--- src/rtl/freeze_hold_pkg.sv ---
// Shared constants and the hold-select helper for the freeze_hold sample-and-hold stage.
// The s control is active-low: a registered 1 means tracking and a registered 0 means frozen.
package freeze_hold_pkg;

    localparam logic S_TRACK = 1'b1;

    // Next value of the held word: follow the sample while tracking, otherwise keep it.
    function automatic logic [63:0] hold_sel(input logic track, input logic [63:0] sample,
                                             input logic [63:0] held);
        return track ? sample : held;
    endfunction

endpackage

--- src/rtl/freeze_hold_sync_reg.sv ---
// Generic register with load enable and a synchronous, active-high reset to a parameterised value.
module freeze_hold_sync_reg #(
    parameter int                 width   = 8,
    parameter logic [width-1:0]   rst_val = '0
) (
    input  logic             clk,
    input  logic             rst,
    input  logic             en,
    input  logic [width-1:0] d,
    output logic [width-1:0] q
);

    always_ff @(posedge clk) begin
        if (rst) begin
            q <= rst_val;
        end else if (en) begin
            q <= d;
        end
    end

endmodule

--- src/rtl/freeze_hold.sv ---
// Two-stage sample-and-hold: inter samples in every cycle, out follows inter unless s was low.
// The freeze acts from the registered s, so a falling s lets one more sample through.
module freeze_hold
    import freeze_hold_pkg::*;
#(
    parameter int width = 8
) (
    input  logic             clk,
    input  logic             reset_n,
    input  logic             s,
    input  logic [width-1:0] in,
    output logic [width-1:0] inter,
    output logic [width-1:0] out
);

    logic             s_q;
    logic [63:0]      sel_wide;
    logic [width-1:0] out_nxt;

    // Stage p0: register the control and the live input word.
    freeze_hold_sync_reg #(.width(1), .rst_val(S_TRACK)) u_s_q (
        .clk (clk),
        .rst (reset_n),
        .en  (1'b1),
        .d   (s),
        .q   (s_q)
    );

    freeze_hold_sync_reg #(.width(width), .rst_val('0)) u_inter (
        .clk (clk),
        .rst (reset_n),
        .en  (1'b1),
        .d   (in),
        .q   (inter)
    );

    // Stage p1: hold mux, track the sample while s_q is high, otherwise recirculate.
    always_comb begin
        sel_wide = hold_sel(s_q == S_TRACK, 64'(inter), 64'(out));
        out_nxt  = sel_wide[width-1:0];
    end

    freeze_hold_sync_reg #(.width(width), .rst_val('0)) u_out (
        .clk (clk),
        .rst (reset_n),
        .en  (1'b1),
        .d   (out_nxt),
        .q   (out)
    );

endmodule

--- config.mk ---
export PLATFORM = sky130hd
export DESIGN_NAME = freeze_hold
export DESIGN_NICKNAME = d
export VERILOG_FILES = /design/src/rtl/freeze_hold_pkg.sv /design/src/rtl/freeze_hold_sync_reg.sv /design/src/rtl/freeze_hold.sv
export SDC_FILE = /design/constraint.sdc
export NUM_CORES = 1
export LEC_CHECK = 0
export ABC_CLOCK_PERIOD_IN_PS = 1100
export BUFFER_PORTS_ARGS = -buffer_cell sky130_fd_sc_hd__buf_2
export CAP_MARGIN = 10
export CORE_MARGIN = 4
export CORE_UTILIZATION = 41
export DETAILED_ROUTE_END_ITERATION = 12
export PLACE_DENSITY = 0.73
export RECOVER_POWER = 25
export REMOVE_ABC_BUFFERS = 1
export SLEW_MARGIN = 10
export SYNTH_ARGS = -nofsm -noshare
export SYNTH_HDL_FRONTEND = slang
export SYNTH_SLANG_ARGS = --single-unit
--- constraint.sdc ---
create_clock -name clk -period 1.1 [get_ports clk]
set_clock_uncertainty 0.15 [all_clocks]
set_input_delay 0.055 -clock clk [delete_from_list [all_inputs] [get_ports clk]]
set_output_delay 0.055 -clock clk [all_outputs]
set_load 0.02 [all_outputs]
; ---- After elaboration in Yosys (flattened, before gate mapping)
; Index checks and enable logic that the tools add are counted.
[word_totals]
register_bits = 17
input_bits = 11
out_inout_bits = 16
word_cells = 3

; ---- Depth between registers and ports, before layout
; Gate-level depths: netlist (run 1).
[logic_depth]
depth_word = 0
depth_mapped = 3
mapped_depth_nobuf = 2

; ---- Hierarchy
; Synthesis (run 1) repeated with hierarchy kept, for this count alone.
[hier_totals]
hier_cells = 65
area_unflattened_um2 = 740.7
[modules_own_cells]
columns = module, instances, cells_per_inst, area_each_um2, seq_area_each_um2
row1 = freeze_hold_sync_reg at u_inter ..., 2, 26, 285.3, 160.2
row2 = freeze_hold, 1, 10, 135.1, 0.0
row3 = freeze_hold_sync_reg at u_s_q, 1, 3, 35.0, 20.0

; ---- Worst setup path after synthesis (run 1)
; No wires, ideal clock.
[synth_path]
path_kind = register to register
start = register u_s_q.q
end = register u_out.q[0]
setup_ns = 0.114
arrival_ns = 0.653
required_time_ns = 0.836
setup_slack_ns = 0.183
stages_incl_launch_ff = 4
n_path_buf = 1
period_less_slack_ns = 0.917
cell_sequence = dfxtp_1 > buf_6 > mux2i_1 > nor2_1
[synth_lines]
columns = item, line
row1 = "start, declared", freeze_hold_sync_reg.sv:10  ; output logic [width-1:0] q
row2 = "start signal, assigned", freeze_hold_sync_reg.sv:15  ; q <= rst_val;
row3 = "end signal, assigned", freeze_hold_sync_reg.sv:15
row4 = "end, declared", freeze_hold_sync_reg.sv:10

; ---- Worst setup path after layout (run 1)
[layout_path]
start = input port reset_n
end = register u_s_q.q
[layout_lines]
columns = item, line
row1 = "start, declared", freeze_hold.sv:9  ; input logic reset_n,
; No word-level cell between the ends.

==> flow_summary.yaml, run 1 <==
cells_and_area:
  final_common_cell: "buf_2"
  nFillCells: 105
  nNetsFinal: 96
  final_cell_mix: "buf_2 (20), dfxtp_1 (16), dlygate4sd3_1 (10)"
  syn_to_final_growth_pct: 49.8
  drive_above_1_share: 0.381
  antenna_cells: 0
  multi_input_area_um2: 175
  register_area_um2: 342
yosys:
  synth_cells: 44
  ys_seq_elements: 17
  ys_types: 7
  netlist_area_um2: 538
  netlist.area_leader.share: 0.633
  synth_area_leaders: "dfxtp_1 (63%), mux2i_1 (15%), and2b_1 (9.8%), nor2_1 (5.6%), buf_6 (4.2%)"
  synth_top_area_cell: "dfxtp_1"
  yosysSeqAreaShare: 0.633
  yosys_warnings: 0
  synth_area_per_cell_um2: 12.2
floorplanning:
  die_w_um: 44.2
  core_area_mm2: 0.00117
  die-area_mm2: 0.00196
  num_io_pins: 27
  rows: 12
  initial_core_util: 0.459
  die_y_um: 44.2
timing:
  max_freq_mhz: 949
  tightest_slew_ns: 0.262
  grt_setup_unrepaired: "false"
  finalMaxSlewViolations: 0
  fin_tns_setup_ns: 0
  worst_slack_ns: 0.0464
  period_needed_ns: 1.05
  finalCritPeriodShare: 0.958
  hold_viol: 0
  slew_headroom: 0.826
  setup_violations: 0
detailed_routing:
  wire_per_inst_um: 11.2
  via_per_inst: 4.34
  drt_iter0_markers: 0
  num_vias: 425
  routed_wl_um: 1100
  ant_nets: 0
  drt-pass1-iter-count: 1
  drc_errors: 0
setup_path:
  path_max_fanout: 17
  endpoint: "u_s_q.q$_SDFF_PP1_"
  slowest_stage: "dlygate4sd3_1"
  crit_path_start: "reset_n"
  required_ns: 1.12
  path_cells: "dlygate4sd3_1, buf_2, or2_1"
  worstSetupEndpointType: "flop"
  critPathLaunchType: "input pin"
  ff2ff_path_depth: 3
  worstReg2RegStart: "u_s_q.q$_SDFF_PP1_"
  reg2reg_slack_ns: 0.10
  crit_arrival_ns: 1.07
  cpPeakStageDelay_ns: 0.54
  rr_endpoint: "u_out.q[5]$_SDFFE_PP0P_"
  path_class: "input pin to flop"
clock_network:
  root_buffer: "clkbuf_4"
  h-tree-depth: 1
  cts_tree: "built"
  tritoncts_num_sinks: 17
  numCtsBuffers: 3
  clk_latency_ns: 0.27
  cts.clk_slew.worst_paths_ns: 0.09
  clk_path_buf_depth: 2
placed_design:
  port_buffers: 26
  place.gp.congestion: 0.623
  dp_hpwl_um: 725
  pre_cts_slack_ns: 0.0683
grt:
  grt-ovfl-total: 0
  gr-usage-all-layers: 0.126
  antenna_found_initial: 0
  grt_pass1_wl_um: 1840
  grt_pass1_vias: 425
  grt_start_max_net_pins: 18
flow_run:
  drv_cap: 0
min_path:
  hold_path_class: "flop to flop"
pwr:
  vdd_ir_drop_max_mv: 0.918
  power_density_mw_per_mm2: 1410
  power_mw: 1.14
  p_leak_nw: 0.442
outcome:
  outcome: "completed"
[report_power, final]
group | leakage (nW) | internal, mW | total, mW | switching, mW
Combinational | 0.287 | 0.0836 | 0.163 | 0.0792
Clock | 0.0150 | 0.140 | 0.315 | 0.175
Sequential | 0.140 | 0.647 | 0.662 | 0.0151
[sequential cells by signal, summed over array words and instances (netlist names)]
register / count
u_s_q.q: 1
u_out.q: 8
u_inter.q: 8
[layout make-up]
class	count	share of cell area
Sequential cell	17	0.424
Timing Repair Buffer	38	0.304
Tap cell	14	0.0217
Clock buffer	4	0.0326
Multi-Input combinational cell	25	0.217
[cells in the mapped netlist]
cell type / count
buf_6: 2
dfxtp_1: 17
and2b_1: 7
nor2_1: 8
or2_1: 1
nor2b_1: 1
mux2i_1: 8
[repair_timing]
| item | CTS | global route |
|---|---|---|
| resized for setup | 0 | 1 |
| endpoints found under the setup margin | 0 | 4 |
| setup buffers | 0 | 0 |
| hold buffers | 10 | 0 |
| endpoints found under the hold margin | 17 | 0 |
[kinds of logic (layout without fill, tap and decap cells)]
logic type	Yosys count	after routing	share of synthesized area
DFF	17	17	0.633
and+or+nand+nor	17	17	0.177
buffers and inverters	2	42	0.0419
muxes	8	8	0.149
[per-stage QoR]
stage | cell area (µm²) | std cells | hold WS (ns) | utilization
after detailed placement | 678 | 84 | 0.106 | 0.579
after CTS | 805 | 98 | 0.349 | 0.687
after floorplan | 515 | 42 | -0.0234 | -
final | 806 | 98 | 0.346 | 0.688
after global routing | 806 | 98 | 0.370 | 0.688
after global placement | 678 | 84 | 0.0919 | 0.579
[worst min path at each step]
stage / startpoint / endpoint / slack (ns) / depth (start not counted)
finish: u_out.q[6]$_SDFFE_PP0P_ / u_out.q[6]$_SDFFE_PP0P_ / 0.35 / 2
global placement: s / u_s_q.q$_SDFF_PP1_ / 0.09 / 2
detailed placement: s / u_s_q.q$_SDFF_PP1_ / 0.11 / 2
floorplan: reset_n / u_inter.q[2]$_SDFF_PP0_ / -0.02 / 1
CTS: u_inter.q[3]$_SDFF_PP0_ / u_out.q[3]$_SDFFE_PP0P_ / 0.35 / 2
global route: in[5] / u_inter.q[5]$_SDFF_PP0_ / 0.37 / 3
[layer usage]
metal,share of wire,GRT usage,wire length [µm]
met5,0,0,0
met4,0.0073,0.0542,8
met3,0.076,0.0244,84
met2,0.47,0.198,518
met1,0.44,0.168,489
[critical path: cells and delay by family]
family	cells	cell delay [ns]
and+or+nand+nor	1	0.26
buffers and inverters	2	0.75
No activity file was read; power rests on OpenSTA's default activity.
==> run 2: changes to the inputs <==
- ABC_AREA: unset -> 1
- CORE_UTILIZATION: 41 -> 43
- PLACE_DENSITY: 0.73 -> 0.74
==> run 2 against run 1 <==
Maximum frequency decreased by 2.4%; first-iteration DRC count increased by 5; non-clock buffer count did not move; synthesized cell count up 77%; clock power up 3%; cell area increased by 6.5%; power up 4.6%; combinational power increased by 23%; routed wire length rose by 17%.
==> flow_summary.yaml, run 2 <==
floorplanning:
  core_area_mm2: 0.00132
  die_w_um: 45.5
  die_y_um: 45.5
  rows: 13
  initial_core_util: 0.460
  num_io_pins: 27
  die-area_mm2: 0.00207
pwr:
  p_leak_nw: 0.504
  vdd_ir_drop_max_mv: 0.747
  power_mw: 1.19
  power_density_mw_per_mm2: 1390
yosys:
  netlist_area_um2: 606
  synth_compound_area_frac: 0
  synth_mux_area_frac: 0
  yosysSeqAreaShare: 0.562
  yosys.area_share.adder: 0
  yosysMostFrequentCell: "nor2_1"
  synth_area_leaders: "dfxtp_1 (56%), nor2_1 (14%), inv_1 (9.9%), nand2_1 (9.3%), buf_6 (3.7%)"
  synth_top_area_cell: "dfxtp_1"
  ys_types: 10
  ys_seq_elements: 17
  netlist.area_leader.share: 0.562
  synthArstFlopShare: 0
  synthSimpleGateAreaFrac: 0.267
  synth_edf_count: 0
  synth_xor_area_frac: 0
  synth_cells: 78
  synth_top_family_by_area: "simple AND/OR/NAND/NOR gates"
  synth_area_per_cell_um2: 7.76
  yosys_warnings: 0
  netlist_top_cells_count: "nor2_1 (23), dfxtp_1 (17), inv_1 (16), nand2_1 (15), buf_6 (2)"
  synth-main-ff-cell: "dfxtp_1"
detailed_routing:
  num_vias: 549
  routed_wl_um: 1280
  ant_nets: 0
  drt_iter0_markers: 5
  via_per_inst: 4.16
  drc_errors: 0
  drt-pass1-iter-count: 4
  wire_per_inst_um: 9.72
placed_design:
  placed_cell_area_um2: 732
  port_buffers: 26
  place.gp.congestion: 0.753
  dp_hpwl_um: 786
  dp_cells: 118
clock_network:
  cts_tree: "built"
  numCtsBuffers: 3
  ctsResizeCount: 0
  clk_path_buf_depth: 2
  cts.clk_slew.worst_paths_ns: 0.10
  clk_latency_ns: 0.28
  tritoncts_num_sinks: 17
  root_buffer: "clkbuf_4"
  h-tree-depth: 1
setup_path:
  worstSetupEndpointType: "flop"
  critPathTopFamily: "buffers and inverters"
  path_cells: "dlygate4sd3_1, buf_2, or2_2"
  slowest_stage: "dlygate4sd3_1"
  critPathBufInv: 2
  cpPeakStageDelay_ns: 0.55
  required_ns: 1.13
  path_class: "input pin to flop"
  crit_arrival_ns: 1.11
  path_max_fanout: 10
  critPathLaunchType: "input pin"
grt:
  grt_pass1_vias: 514
  grt_pass1_wl_um: 2120
  gr-usage-all-layers: 0.150
  grt_start_max_net_pins: 11
  antenna_found_initial: 0
  grt-ovfl-total: 0
timing:
  slew_headroom: 0.850
  grt_setup_unrepaired: "false"
  period_needed_ns: 1.08
  fin_tns_setup_ns: 0
  finalMaxSlewViolations: 0
  max_freq_mhz: 926
  hold_viol: 0
  finalCritPeriodShare: 0.981
  setup_violations: 0
  tightest_slew_ns: 0.226
cells_and_area:
  reg_top3: "u_inter.q (8), u_out.q (8), u_s_q.q (1)"
  stdcell_count: 132
  final_cell_mix: "buf_2 (26), nor2_1 (23), dfxtp_1 (17)"
  postLayoutCellArea_um2: 858
  antenna_cells: 0
  syn_to_final_growth_pct: 41.7
  nNetsFinal: 129
  drive_above_1_share: 0.299
  final_common_cell: "buf_2"
min_path:
  hold_path_class: "flop to flop"
flow_run:
  drv_cap: 0
outcome:
  outcome: "completed"
run 2: report_power, final:
part | switching, mW | total (mW) | internal (mW)
logic | 0.112 | 0.200 | 0.0877
clock network | 0.184 | 0.325 | 0.141
registers | 0.0157 | 0.667 | 0.651
total | 0.312 | 1.19 | 0.880
run 2: stage by stage:
step	util	hold slack, ns	worst slack, ns
2_1_floorplan	-	-0.0238	0.108
3_3_place_gp	0.556	0.0944	0.235
3_5_place_dp	0.556	0.0890	0.194
4_1_cts	0.651	0.316	0.0568
5_1_grt	0.651	0.341	0.00707
6_report	0.651	0.325	0.0205
run 2: layout make-up:
class                      instances  area [µm²]
timing repair buffer              38         245
inverter                          17        66.3
multi-input combinational         41         161
sequential                        17         340
tap                               15        18.8
clock buffer                       4        26.3
fill                             100         459
run 2: final timing paths:
path                            from                 endpoint  depth (start not counted)  slack, ns
max                          reset_n       u_s_q.q$_SDFF_PP1_                          3       0.02
min          u_out.q[4]$_SDFFE_PP0P_  u_out.q[4]$_SDFFE_PP0P_                          2       0.32
max reg2reg       u_s_q.q$_SDFF_PP1_  u_out.q[6]$_SDFFE_PP0P_                          3       0.17
min reg2reg  u_out.q[4]$_SDFFE_PP0P_  u_out.q[4]$_SDFFE_PP0P_                          2       0.32
run 2: repair_timing:
action	CTS	global route
endpoints found under the hold margin	9	0
buffers inserted	0	0
hold buffers	10	0
run 2: tightest hold or removal path, stage by stage, from the launching register on:
cell and delay [ns]:
dfxtp_1 0.32, nor2_1 0.08, nor2_1 0.05
run 2: routing by layer:
| metal | global-route usage | vias up | wire [µm] |
|---|---|---|---|
| met5 | 0 | - | 0 |
| met4 | 0.105 | 0 | 21 |
| met3 | 0.0474 | 2 | 88 |
| met2 | 0.256 | 16 | 686 |
| met1 | 0.152 | 239 | 486 |
| li1 | - | 292 | - |
run 2: logic make-up (layout without fill, tap and decap cells):
family / Yosys count / count (layout)
flip-flops: 17 / 17
AND/OR/NAND/NOR: 41 / 41
buffers and inverters: 20 / 59
==> run 3: changes to the inputs <==
- MAX_ROUTING_LAYER: unset -> met4
==> run 3 against run 2 <==
Sequential power about the same; routed wire length shrank 0.39%; count of clock-buffer cells in the layout stayed put; critical path depth did not move; clock power hardly changed; setup slack better by 0.0017 ns; critical path type unchanged; highest routed layer unchanged.
==> flow_summary.yaml, run 3 (synthesized netlist as in run 2, its figures left out) <==
outcome:
  outcome: "completed"
clock_network:
  cts.clk_slew.worst_paths_ns: 0.10
  clk_latency_ns: 0.28
  numCtsBuffers: 3
  cts_setup_buffers: 0
  h-tree-depth: 1
  root_buffer: "clkbuf_4"
  tritoncts_num_sinks: 17
  clk_path_buf_depth: 2
  cts_tree: "built"
cells_and_area:
  postLayoutCellArea_um2: 858
  drive_above_1_share: 0.299
  syn_to_final_growth_pct: 41.7
  reg_top3: "u_inter.q (8), u_out.q (8), u_s_q.q (1)"
  antenna_cells: 0
  nFillCells: 100
  final_cell_mix: "buf_2 (26), nor2_1 (23), dfxtp_1 (17)"
  nNetsFinal: 129
  final_common_cell: "buf_2"
  stdcell_count: 132
pwr:
  vdd_ir_drop_max_mv: 0.747
  p_leak_nw: 0.504
  power_density_mw_per_mm2: 1390
setup_path:
  rr_endpoint: "u_out.q[6]$_SDFFE_PP0P_"
  worstReg2RegStart: "u_s_q.q$_SDFF_PP1_"
  cp.depth: 3
  crit_path_start: "reset_n"
  path_cells: "dlygate4sd3_1, buf_2, or2_2"
  critPathTopFamily: "buffers and inverters"
  ff2ff_path_depth: 3
  required_ns: 1.13
  slowest_stage: "dlygate4sd3_1"
  reg2reg_slack_ns: 0.17
  critPathLaunchType: "input pin"
  path_max_fanout: 10
  crit_arrival_ns: 1.11
  endpoint: "u_s_q.q$_SDFF_PP1_"
  path_class: "input pin to flop"
  critPathBufInv: 2
  worstSetupEndpointType: "flop"
  cpPeakStageDelay_ns: 0.55
floorplanning:
  initial_core_util: 0.460
  die-area_mm2: 0.00207
  num_io_pins: 27
  die_w_um: 45.5
  die_y_um: 45.5
  rows: 13
  core_area_mm2: 0.00132
placed_design:
  place.gp.congestion: 0.762
  dp_cells: 118
  dp_hpwl_um: 786
  pre_cts_slack_ns: 0.194
  port_buffers: 26
  placed_cell_area_um2: 732
grt:
  grt_pass1_vias: 515
  grt-ovfl-total: 0
  gr-usage-all-layers: 0.154
  antenna_found_initial: 0
  grt_start_max_net_pins: 11
  grt_pass1_wl_um: 2130
timing:
  setup_violations: 0
  grt_setup_unrepaired: "false"
  slew_headroom: 0.850
  period_needed_ns: 1.08
  max_freq_mhz: 928
  finalMaxSlewViolations: 0
  finalCritPeriodShare: 0.980
  tightest_slew_ns: 0.225
  fin_tns_setup_ns: 0
  hold_viol: 0
  worst_slack_ns: 0.0221
detailed_routing:
  routed_wl_um: 1280
  drt_iter0_markers: 5
  via_per_inst: 4.17
  num_vias: 550
  wire_per_inst_um: 9.68
  drc_errors: 0
  ant_nets: 0
  drt-pass1-iter-count: 4
min_path:
  hold_path_class: "flop to flop"
flow_run:
  drv_cap: 0
run 3: cell counts in the layout (fill, tap and decap cells not counted):
Identical to the previous run, type by type.
run 3: tightest hold or removal path, delay by kind of cell (launching register included):
kind | cells | cell delay, ns
DFF | 1 | 0.32
and+or+nand+nor | 2 | 0.13
run 3: worst min path at each step:
stage | from | to | slack [ns] | cells after the start
after floorplan | reset_n | u_inter.q[0]$_SDFF_PP0_ | -0.02 | 1
after global placement | s | u_s_q.q$_SDFF_PP1_ | 0.09 | 2
after detailed placement | s | u_s_q.q$_SDFF_PP1_ | 0.09 | 2
after CTS | s | u_s_q.q$_SDFF_PP1_ | 0.32 | 3
after global routing | s | u_s_q.q$_SDFF_PP1_ | 0.34 | 3
final | u_out.q[4]$_SDFFE_PP0P_ | u_out.q[4]$_SDFFE_PP0P_ | 0.32 | 2
run 3: final cells by class:
cell class | instances | area (µm²) | area share
clock buffers | 4 | 26.3 | 0.0306
inverters | 17 | 66.3 | 0.0773
multi-input cells | 41 | 161 | 0.188
flip-flops and latches | 17 | 340 | 0.397
well taps | 15 | 18.8 | 0.0219
repair buffers | 38 | 245 | 0.286
run 3: report_power, final:
part           internal, mW  switching [mW]  leakage, nW  total [mW]
clock                 0.141           0.183       0.0150       0.324
sequential            0.651          0.0156        0.141       0.667
combinational        0.0877           0.112        0.347       0.200
run 3: metal layers:
metal | track usage | wire, µm | share of wire | vias to the layer above
met1 | 0.159 | 503 | 0.39 | 240
met4 | 0.105 | 21 | 0.016 | 0
met5 | - | 0 | 0 | -
met3 | 0.0356 | 69 | 0.054 | 2
met2 | 0.256 | 685 | 0.54 | 16
li1 | - | - | - | 292
run 3: repair_timing:
item	in CTS	in global routing
endpoints found under the hold margin	9	0
resized for setup	0	0
hold buffers	10	0
run 3: per-stage QoR:
stage	util	hold slack, ns	power [mW]
6_report	0.651	0.325	1.19
5_1_grt	0.651	0.341	1.26
3_5_place_dp	0.556	0.0890	0.853
4_1_cts	0.651	0.316	1.20
3_3_place_gp	0.556	0.0944	0.848
2_1_floorplan	-	-0.0238	0.781
